**src/rtl/avl_bus_nx1_arb.sv**
```systemverilog
// avl_bus_nx1_arb: N-to-1 Avalon-style bus arbiter with read/write burst
// support. Read responses are steered back to the issuing master using an
// outstanding-tag FIFO of {master id, burst length}.
// Write bursts lock the grant to the issuing master until the last beat.
// Optional build macro: AVL_BUS_NX1_RESP_REG_EN adds a 2-entry skid buffer
// on the response path (registered, 1-cycle latency). When the macro is
// undefined the response path is purely combinational.
module avl_bus_nx1_arb #(
    parameter int MASTER_NUM        = 4,
    parameter int ADDR_WIDTH        = 32,
    parameter int DATA_WIDTH        = 32,
    parameter int BURST_WIDTH       = 4,
    parameter int ARB_METHOD        = 0,
    parameter int OUTSTANDING_DEPTH = 4
) (
    input  logic                                 clk,
    input  logic                                 rest,
    input  logic [MASTER_NUM*ADDR_WIDTH-1:0]     s_address,
    input  logic [MASTER_NUM*(DATA_WIDTH/8)-1:0] s_byte_en,
    input  logic [MASTER_NUM-1:0]                s_read,
    input  logic [MASTER_NUM-1:0]                s_write,
    input  logic [MASTER_NUM*DATA_WIDTH-1:0]     s_write_data,
    input  logic [MASTER_NUM-1:0]                s_begin_burst_transfer,
    input  logic [MASTER_NUM*BURST_WIDTH-1:0]    s_burst_count,
    output logic [MASTER_NUM-1:0]                s_request_ready,
    output logic [DATA_WIDTH-1:0]                s_read_data,
    output logic [MASTER_NUM-1:0]                s_read_data_valid,
    input  logic [MASTER_NUM-1:0]                s_resp_ready,
    output logic [ADDR_WIDTH-1:0]                m_address,
    output logic [DATA_WIDTH/8-1:0]              m_byte_en,
    output logic                                 m_read,
    output logic                                 m_write,
    output logic [DATA_WIDTH-1:0]                m_write_data,
    output logic                                 m_begin_burst_transfer,
    output logic [BURST_WIDTH-1:0]               m_burst_count,
    input  logic                                 m_request_ready,
    input  logic [DATA_WIDTH-1:0]                m_read_data,
    input  logic                                 m_read_data_valid,
    output logic                                 m_resp_ready
);
    localparam int IDW = (MASTER_NUM > 1) ? $clog2(MASTER_NUM) : 1;
    localparam int BEW = DATA_WIDTH / 8;
    localparam int PW  = $clog2(OUTSTANDING_DEPTH);
    localparam int CW  = PW + 1;

    // Control state
    logic                   lock_q, lock_d;
    logic [IDW-1:0]         lock_id_q, lock_id_d;
    logic [BURST_WIDTH-1:0] wcnt_q, wcnt_d;
    logic [IDW-1:0]         last_grant_q, last_grant_d;
    logic [BURST_WIDTH-1:0] rcnt_q, rcnt_d;
    logic [PW-1:0]          wr_ptr_q, wr_ptr_d;
    logic [PW-1:0]          rd_ptr_q, rd_ptr_d;
    logic [CW-1:0]          count_q, count_d;

    // Tag storage (data only, never reset)
    logic [IDW-1:0]         tag_id_q  [OUTSTANDING_DEPTH];
    logic [BURST_WIDTH-1:0] tag_len_q [OUTSTANDING_DEPTH];
    logic [IDW-1:0]         tag_id_d;
    logic [BURST_WIDTH-1:0] tag_len_d;

    logic [MASTER_NUM-1:0]  req;
    logic [IDW-1:0]         sel;
    logic                   rr_found;
    logic                   sel_req, sel_r, sel_w, sel_bb;
    logic [BURST_WIDTH-1:0] sel_bc, sel_len;
    logic                   block, accept, push, pop, empty;
    logic [IDW-1:0]         hid;
    logic [BURST_WIDTH-1:0] hlen, rcnt_inc;
    logic                   up_ready, beat;

    assign req   = s_read | s_write;
    assign block = (count_q == CW'(OUTSTANDING_DEPTH));
    assign empty = (count_q == '0);
    assign hid   = tag_id_q[rd_ptr_q];
    assign hlen  = tag_len_q[rd_ptr_q];

    // Grant selection: locked master during a write burst, otherwise fixed or rotating priority
    always_comb begin
        sel      = '0;
        rr_found = 1'b0;
        if (lock_q) begin
            sel = lock_id_q;
        end else if (ARB_METHOD == 1) begin
            for (int k = 0; k < MASTER_NUM; k++) begin
                if (!rr_found && req[(int'(last_grant_q) + 1 + k) % MASTER_NUM]) begin
                    sel      = IDW'((int'(last_grant_q) + 1 + k) % MASTER_NUM);
                    rr_found = 1'b1;
                end
            end
        end else begin
            for (int k = MASTER_NUM - 1; k >= 0; k--) begin
                if (req[k]) sel = IDW'(k);
            end
        end
    end

    // Command mux and acceptance towards the slave side
    always_comb begin
        sel_req                = req[sel];
        sel_r                  = s_read[sel];
        sel_w                  = s_write[sel];
        sel_bb                 = s_begin_burst_transfer[sel];
        sel_bc                 = s_burst_count[int'(sel)*BURST_WIDTH +: BURST_WIDTH];
        sel_len                = (sel_bc == '0) ? BURST_WIDTH'(1) : sel_bc;
        accept                 = sel_req & m_request_ready & ~block;
        push                   = accept & sel_r;
        m_address              = s_address[int'(sel)*ADDR_WIDTH +: ADDR_WIDTH];
        m_byte_en              = s_byte_en[int'(sel)*BEW +: BEW];
        m_write_data           = s_write_data[int'(sel)*DATA_WIDTH +: DATA_WIDTH];
        m_begin_burst_transfer = sel_bb;
        m_burst_count          = sel_bc;
        m_read                 = sel_r & ~block;
        m_write                = sel_w & ~block;
        s_request_ready        = '0;
        s_request_ready[sel]   = accept;
        tag_id_d               = sel;
        tag_len_d              = sel_len;
    end

    // Write-burst lock tracking and round-robin history
    always_comb begin
        lock_d       = lock_q;
        lock_id_d    = lock_id_q;
        wcnt_d       = wcnt_q;
        last_grant_d = accept ? sel : last_grant_q;
        if (accept && sel_w) begin
            if (lock_q) begin
                if (wcnt_q <= BURST_WIDTH'(1)) begin
                    lock_d = 1'b0;
                    wcnt_d = '0;
                end else begin
                    wcnt_d = wcnt_q - 1'b1;
                end
            end else if (sel_bb && (sel_len > BURST_WIDTH'(1))) begin
                lock_d    = 1'b1;
                lock_id_d = sel;
                wcnt_d    = sel_len - 1'b1;
            end
        end
    end

`ifdef AVL_BUS_NX1_RESP_REG_EN
    logic [DATA_WIDTH-1:0] sk_data_q [2];
    logic [IDW-1:0]        sk_id_q   [2];
    logic                  sk_wp_q, sk_wp_d;
    logic                  sk_rp_q, sk_rp_d;
    logic [1:0]            sk_cnt_q, sk_cnt_d;
    logic                  sk_pop;
    logic [IDW-1:0]        sk_hid;

    assign up_ready = ~empty & (sk_cnt_q != 2'd2);

    // Skid buffer: take beats from the slave while a slot is free, drain to the head master
    always_comb begin
        sk_hid            = sk_id_q[sk_rp_q];
        sk_pop            = (sk_cnt_q != 2'd0) & s_resp_ready[sk_hid];
        sk_wp_d           = sk_wp_q ^ beat;
        sk_rp_d           = sk_rp_q ^ sk_pop;
        sk_cnt_d          = sk_cnt_q + {1'b0, beat} - {1'b0, sk_pop};
        s_read_data       = sk_data_q[sk_rp_q];
        s_read_data_valid = '0;
        if (sk_cnt_q != 2'd0) s_read_data_valid[sk_hid] = 1'b1;
    end

    // Skid buffer occupancy and pointers
    always_ff @(posedge clk or negedge rest) begin
        if (!rest) begin
            sk_wp_q  <= 1'b0;
            sk_rp_q  <= 1'b0;
            sk_cnt_q <= 2'd0;
        end else begin
            sk_wp_q  <= sk_wp_d;
            sk_rp_q  <= sk_rp_d;
            sk_cnt_q <= sk_cnt_d;
        end
    end

    // Skid buffer payload capture
    always_ff @(posedge clk) begin
        if (beat) begin
            sk_data_q[sk_wp_q] <= m_read_data;
            sk_id_q[sk_wp_q]   <= hid;
        end
    end
`else
    assign up_ready = ~empty & s_resp_ready[hid];

    // Combinational response steering to the head-of-FIFO master
    always_comb begin
        s_read_data       = m_read_data;
        s_read_data_valid = '0;
        if (!empty) s_read_data_valid[hid] = m_read_data_valid;
    end
`endif

    assign m_resp_ready = up_ready;
    assign beat         = m_read_data_valid & up_ready;
    assign rcnt_inc     = rcnt_q + 1'b1;
    assign pop          = beat & (rcnt_inc == hlen);

    // Tag FIFO pointers/occupancy and response beat counter
    always_comb begin
        wr_ptr_d = wr_ptr_q;
        rd_ptr_d = rd_ptr_q;
        count_d  = count_q;
        rcnt_d   = rcnt_q;
        if (push) wr_ptr_d = wr_ptr_q + 1'b1;
        if (pop)  rd_ptr_d = rd_ptr_q + 1'b1;
        if (push && !pop)      count_d = count_q + 1'b1;
        else if (!push && pop) count_d = count_q - 1'b1;
        if (beat) rcnt_d = pop ? '0 : rcnt_inc;
    end

    // Control registers
    always_ff @(posedge clk or negedge rest) begin
        if (!rest) begin
            lock_q       <= 1'b0;
            lock_id_q    <= '0;
            wcnt_q       <= '0;
            last_grant_q <= IDW'(MASTER_NUM - 1);
            rcnt_q       <= '0;
            wr_ptr_q     <= '0;
            rd_ptr_q     <= '0;
            count_q      <= '0;
        end else begin
            lock_q       <= lock_d;
            lock_id_q    <= lock_id_d;
            wcnt_q       <= wcnt_d;
            last_grant_q <= last_grant_d;
            rcnt_q       <= rcnt_d;
            wr_ptr_q     <= wr_ptr_d;
            rd_ptr_q     <= rd_ptr_d;
            count_q      <= count_d;
        end
    end

    // Tag payload write on accepted read command
    always_ff @(posedge clk) begin
        if (push) begin
            tag_id_q[wr_ptr_q]  <= tag_id_d;
            tag_len_q[wr_ptr_q] <= tag_len_d;
        end
    end

endmodule

```
**config.mk**
```make
export PLATFORM = sky130hd
export DESIGN_NAME = avl_bus_nx1_arb
export DESIGN_NICKNAME = d
export VERILOG_FILES = /design/src/rtl/avl_bus_nx1_arb.sv
export SDC_FILE = /design/constraint.sdc
export NUM_CORES = 1
export LEC_CHECK = 0
export ABC_AREA = 1
export BUFFER_PORTS_ARGS = -buffer_cell sky130_fd_sc_hd__buf_4
export CORE_AREA = 2 2 177 179
export CTS_CLUSTER_SIZE = 20
export DETAILED_ROUTE_END_ITERATION = 10
export DIE_AREA = 0 0 179 181
export GPL_TIMING_DRIVEN = 0
export MAX_ROUTING_LAYER = met4
export SYNTH_ARGS = -nofsm -noshare
export SYNTH_HDL_FRONTEND = slang
export SYNTH_SLANG_ARGS = --single-unit
```
**constraint.sdc**
```tcl
create_clock -name clk -period 8 [get_ports clk]
set_clock_uncertainty 0.05 [all_clocks]
set_input_delay 0.4 -clock clk [delete_from_list [all_inputs] [get_ports clk]]
set_output_delay 0.4 -clock clk [all_outputs]
set_load 0.05 [all_outputs]
```
==> impl_metrics.ini <==
[clock_network]
numCtsBuffers = 5
cts_tree = built
clockBufferDepth = 2
cts_setup_buffers = 0
clk_pin_slew_worst_paths_ns = 0.06
cts-root-buf = clkbuf_16
clk_latency_ns = 0.28
cts.htree.levels = 2
clkSinkCount = 42

[setup_path]
critPathMaxStageDelay_ns = 0.49
cp_max_fo = 10
arrival_ns = 3.06
cp-start-kind = register
worst_ep_required_time_ns = 7.55
cp-end-kind = output port
reg2reg_from = lock_q
r2r_cells = 13
cpMaxStageDelayCell = nor2_2
crit_type = register to output port
reg2reg_slack_ns = 4.80
crit_chain = nor2_1, nand2_1, nor2_1, nor2_4, nor2_2, buf_2, buf_2, a22oi_1, nand2_1, buf_4
r2r_end = count_q[1]
critPathLaunch = lock_q

[route]
viasPerCell = 4.260
drc = 0
wire_per_inst_um = 19.11
drt-total-wl_mm = 28.26
drtIter0Drc = 383
drt_pass1_iterations = 7
via_count = 6300
ant_nets = 0

[global_routing]
grt_max_degree = 19
grt_pass1_wl_mm = 39.16
grt_antenna_before_repair = 4
grtUsageTotal = 0.1702
grt_pass1_vias = 6214
grt_overflow = 0

[power]
switching_share = 0.6102
vdd_ir_drop_max_uv = 169.3
power.density_nw_per_um2 = 345.1
p_leak_nw = 4.219
clock_power_share = 0.067
power_switching_mw = 1.725
p_seq_frac = 0.124
p_total_mw = 2.827
p_comb_frac = 0.809
p_int_mw = 1.102

[timing]
drv_slew = 0
max_freq_mhz = 285.0
rsz0062_at_grt = no
max_slew_margin = 0.3548
layout_worst_path_cycle_share = 0.4385
layout_min_cycle_time_ns = 3.508
worstMarginPinSlew_ns = 0.9679
tns_ns = 0
hold_viol = 0
finalSetupViolations = 0

[cells_and_area]
final_cells = 1479
fill_cells = 3376
nets = 1429
finish.instance_area_um2 = 8192
drive_gt1_frac = 0.4680
synthToLayoutAreaGrowth_pct = 87.70

[floorplanning]
die-area_um2 = 32400
die_w_um = 179
initial_core_util = 0.1438
rows = 64
core_area_um2 = 30350
dieHeight_um = 181
ios = 456

[hold_path]
hold_start = m_read_data_valid
hp-class = input pin to register
hold_path_end = rcnt_q[3]
worstHoldPathCells = 3

[placement]
gp_congestion = 0.8596
placed_cells = 1466
io_buffers = 423
placed_area_um2 = 8035
dpl.hpwl_mm = 24.34

[yosys]
synthesis.area_um2 = 4364
yosysWarnings = 0
syn-instance-count = 647
synth.avg_cell_area_um2 = 6.745
synth_top_area_frac = 0.1815
synth_seq_cells = 42
ys_seq_area_frac = 0.2683
ys_top_cells_by_area = nand2_1, edfxtp_1, a22oi_1
yosysTopAreaCell = nand2_1
syn-num-nets = 998
synth.distinct_cells = 33

[job]
cap_viol_max_count = 0

[status]
status = finished clean
## synth_stat cells
cell type  count
o221ai_2       1
nand3_2        1
clkbuf_1      16
fa_1           1
nor2_2         6
nor3b_2        1
a21oi_1        2
nand2_2        5
nand2_4        3
inv_2          5
inv_1         45
nor2_4         3
xor2_1         9
edfxtp_1      24
a22oi_1       93
nand3b_1       1
buf_6          1
buf_2         15
nand3_1       77
o22ai_1        3
nand4_2        1
mux2_2         1
o21ai_0       11
xnor2_1        2
nor2_1        38
nor3_2         1
nor4_1         1
nor3_1         3
buf_4         33
nand2_1      211
nand4_1        5
ha_1          10
dfrtp_1       18
## power groups by stage
stage	Sequential (mW)	Combinational (mW)	Clock [mW]
after global placement	0.353	2.29	0
final	0.351	2.29	0.190
after floorplan	0.342	1.49	0
after CTS	0.351	2.31	0.196
after detailed placement	0.354	2.30	0
after global routing	0.360	2.44	0.199
## logic make-up after synthesis
| group | after synthesis | share of synthesized area |
|---|---|---|
| flip-flops | 42 | 0.2683 |
| buffers and inverters | 115 | 0.1333 |
| XOR/XNOR | 11 | 0.02208 |
| AO/OA/AOI/OAI | 110 | 0.1826 |
| AND/OR/NAND/NOR | 357 | 0.3578 |
| multiplexers | 1 | 0.002580 |
| adder cells (fa/ha/maj) | 11 | 0.03326 |
## state kept, by name (all words and copies together) (netlist names)
name / cells
count_q: 3
lock_id_q: 2
lock_q: 1
rcnt_q: 4
rd_ptr_q: 2
tag_id_q: 8
tag_len_q: 16
wcnt_q: 4
wr_ptr_q: 2
## layout make-up
type | instances | area [um^2] | share of cell area
flip-flops and latches | 42 | 1171 | 0.1430
inverters | 50 | 187.7 | 0.02291
clock buffers | 8 | 136.4 | 0.01665
plain buffers | 65 | 394.1 | 0.04811
multi-input cells | 490 | 2611 | 0.3188
diodes | 4 | 10.01 | 0.001222
repair buffers | 424 | 3186 | 0.3889
well taps | 396 | 495.5 | 0.06049
## worst max path at each step
| stage | slack (ns) | end | cells after the start |
|---|---|---|---|
| floorplan | 4.96 | m_read | 8 |
| global route | 4.29 | m_write_data[24] | 10 |
| CTS | 4.40 | m_write_data[24] | 10 |
| detailed placement | 4.58 | m_write_data[24] | 11 |
| finish | 4.49 | m_address[17] | 10 |
| global placement | 4.57 | m_write_data[24] | 11 |
## stage by stage
stage | hold slack (ns) | worst slack, ns | utilization
after floorplan | 0.05441 | 4.963 | -
after global placement | 0.2363 | 4.570 | 0.2648
after detailed placement | 0.2415 | 4.576 | 0.2648
after CTS | 0.3686 | 4.401 | 0.2696
after global routing | 0.4186 | 4.286 | 0.2699
final | 0.3783 | 4.492 | 0.2699
## critical path, delay by kind of cell (launching register included)
kind	cells	cell delay (ns)
simple gates	6	1.17
buf+inv	3	1.03
flops	1	0.46
compound gates	1	0.12
## cells in the final DEF (no fill, tap or decap), types with 2 or more instances in the layout
cell type	netlist	routed
a21oi_1	2	2
nor2_2	6	6
clkbuf_1	16	19
buf_2	15	15
nor2_4	3	3
nor2_1	38	38
buf_4	33	456
clkbuf_16	0	5
nand4_1	5	5
xor2_1	9	9
nand2_4	3	3
nor3_1	3	3
o21ai_0	11	11
edfxtp_1	24	24
nand2_1	211	211
dfrtp_1	18	18
ha_1	10	10
xnor2_1	2	2
inv_2	5	5
inv_1	45	45
o22ai_1	3	3
nand2_2	5	5
diode_2	0	4
a22oi_1	93	93
nand3_1	77	77
## repair_timing
item | in CTS | in global routing
setup endpoints to repair | 0 | 0
hold endpoints to repair | 18 | 0
hold buffers | 1 | 0
gates resized for setup | 0 | 0
## per-layer routing
metal | part of all wire | GRT usage | vias to the layer above
li1 | - | - | 3034
met1 | 0.40 | 0.1986 | 2983
met2 | 0.52 | 0.3014 | 262
met3 | 0.066 | 0.03556 | 21
met4 | 0.014 | 0.02894 | 0
met5 | 0 | - | -
Note: power is estimated with default switching activity, not from simulation.
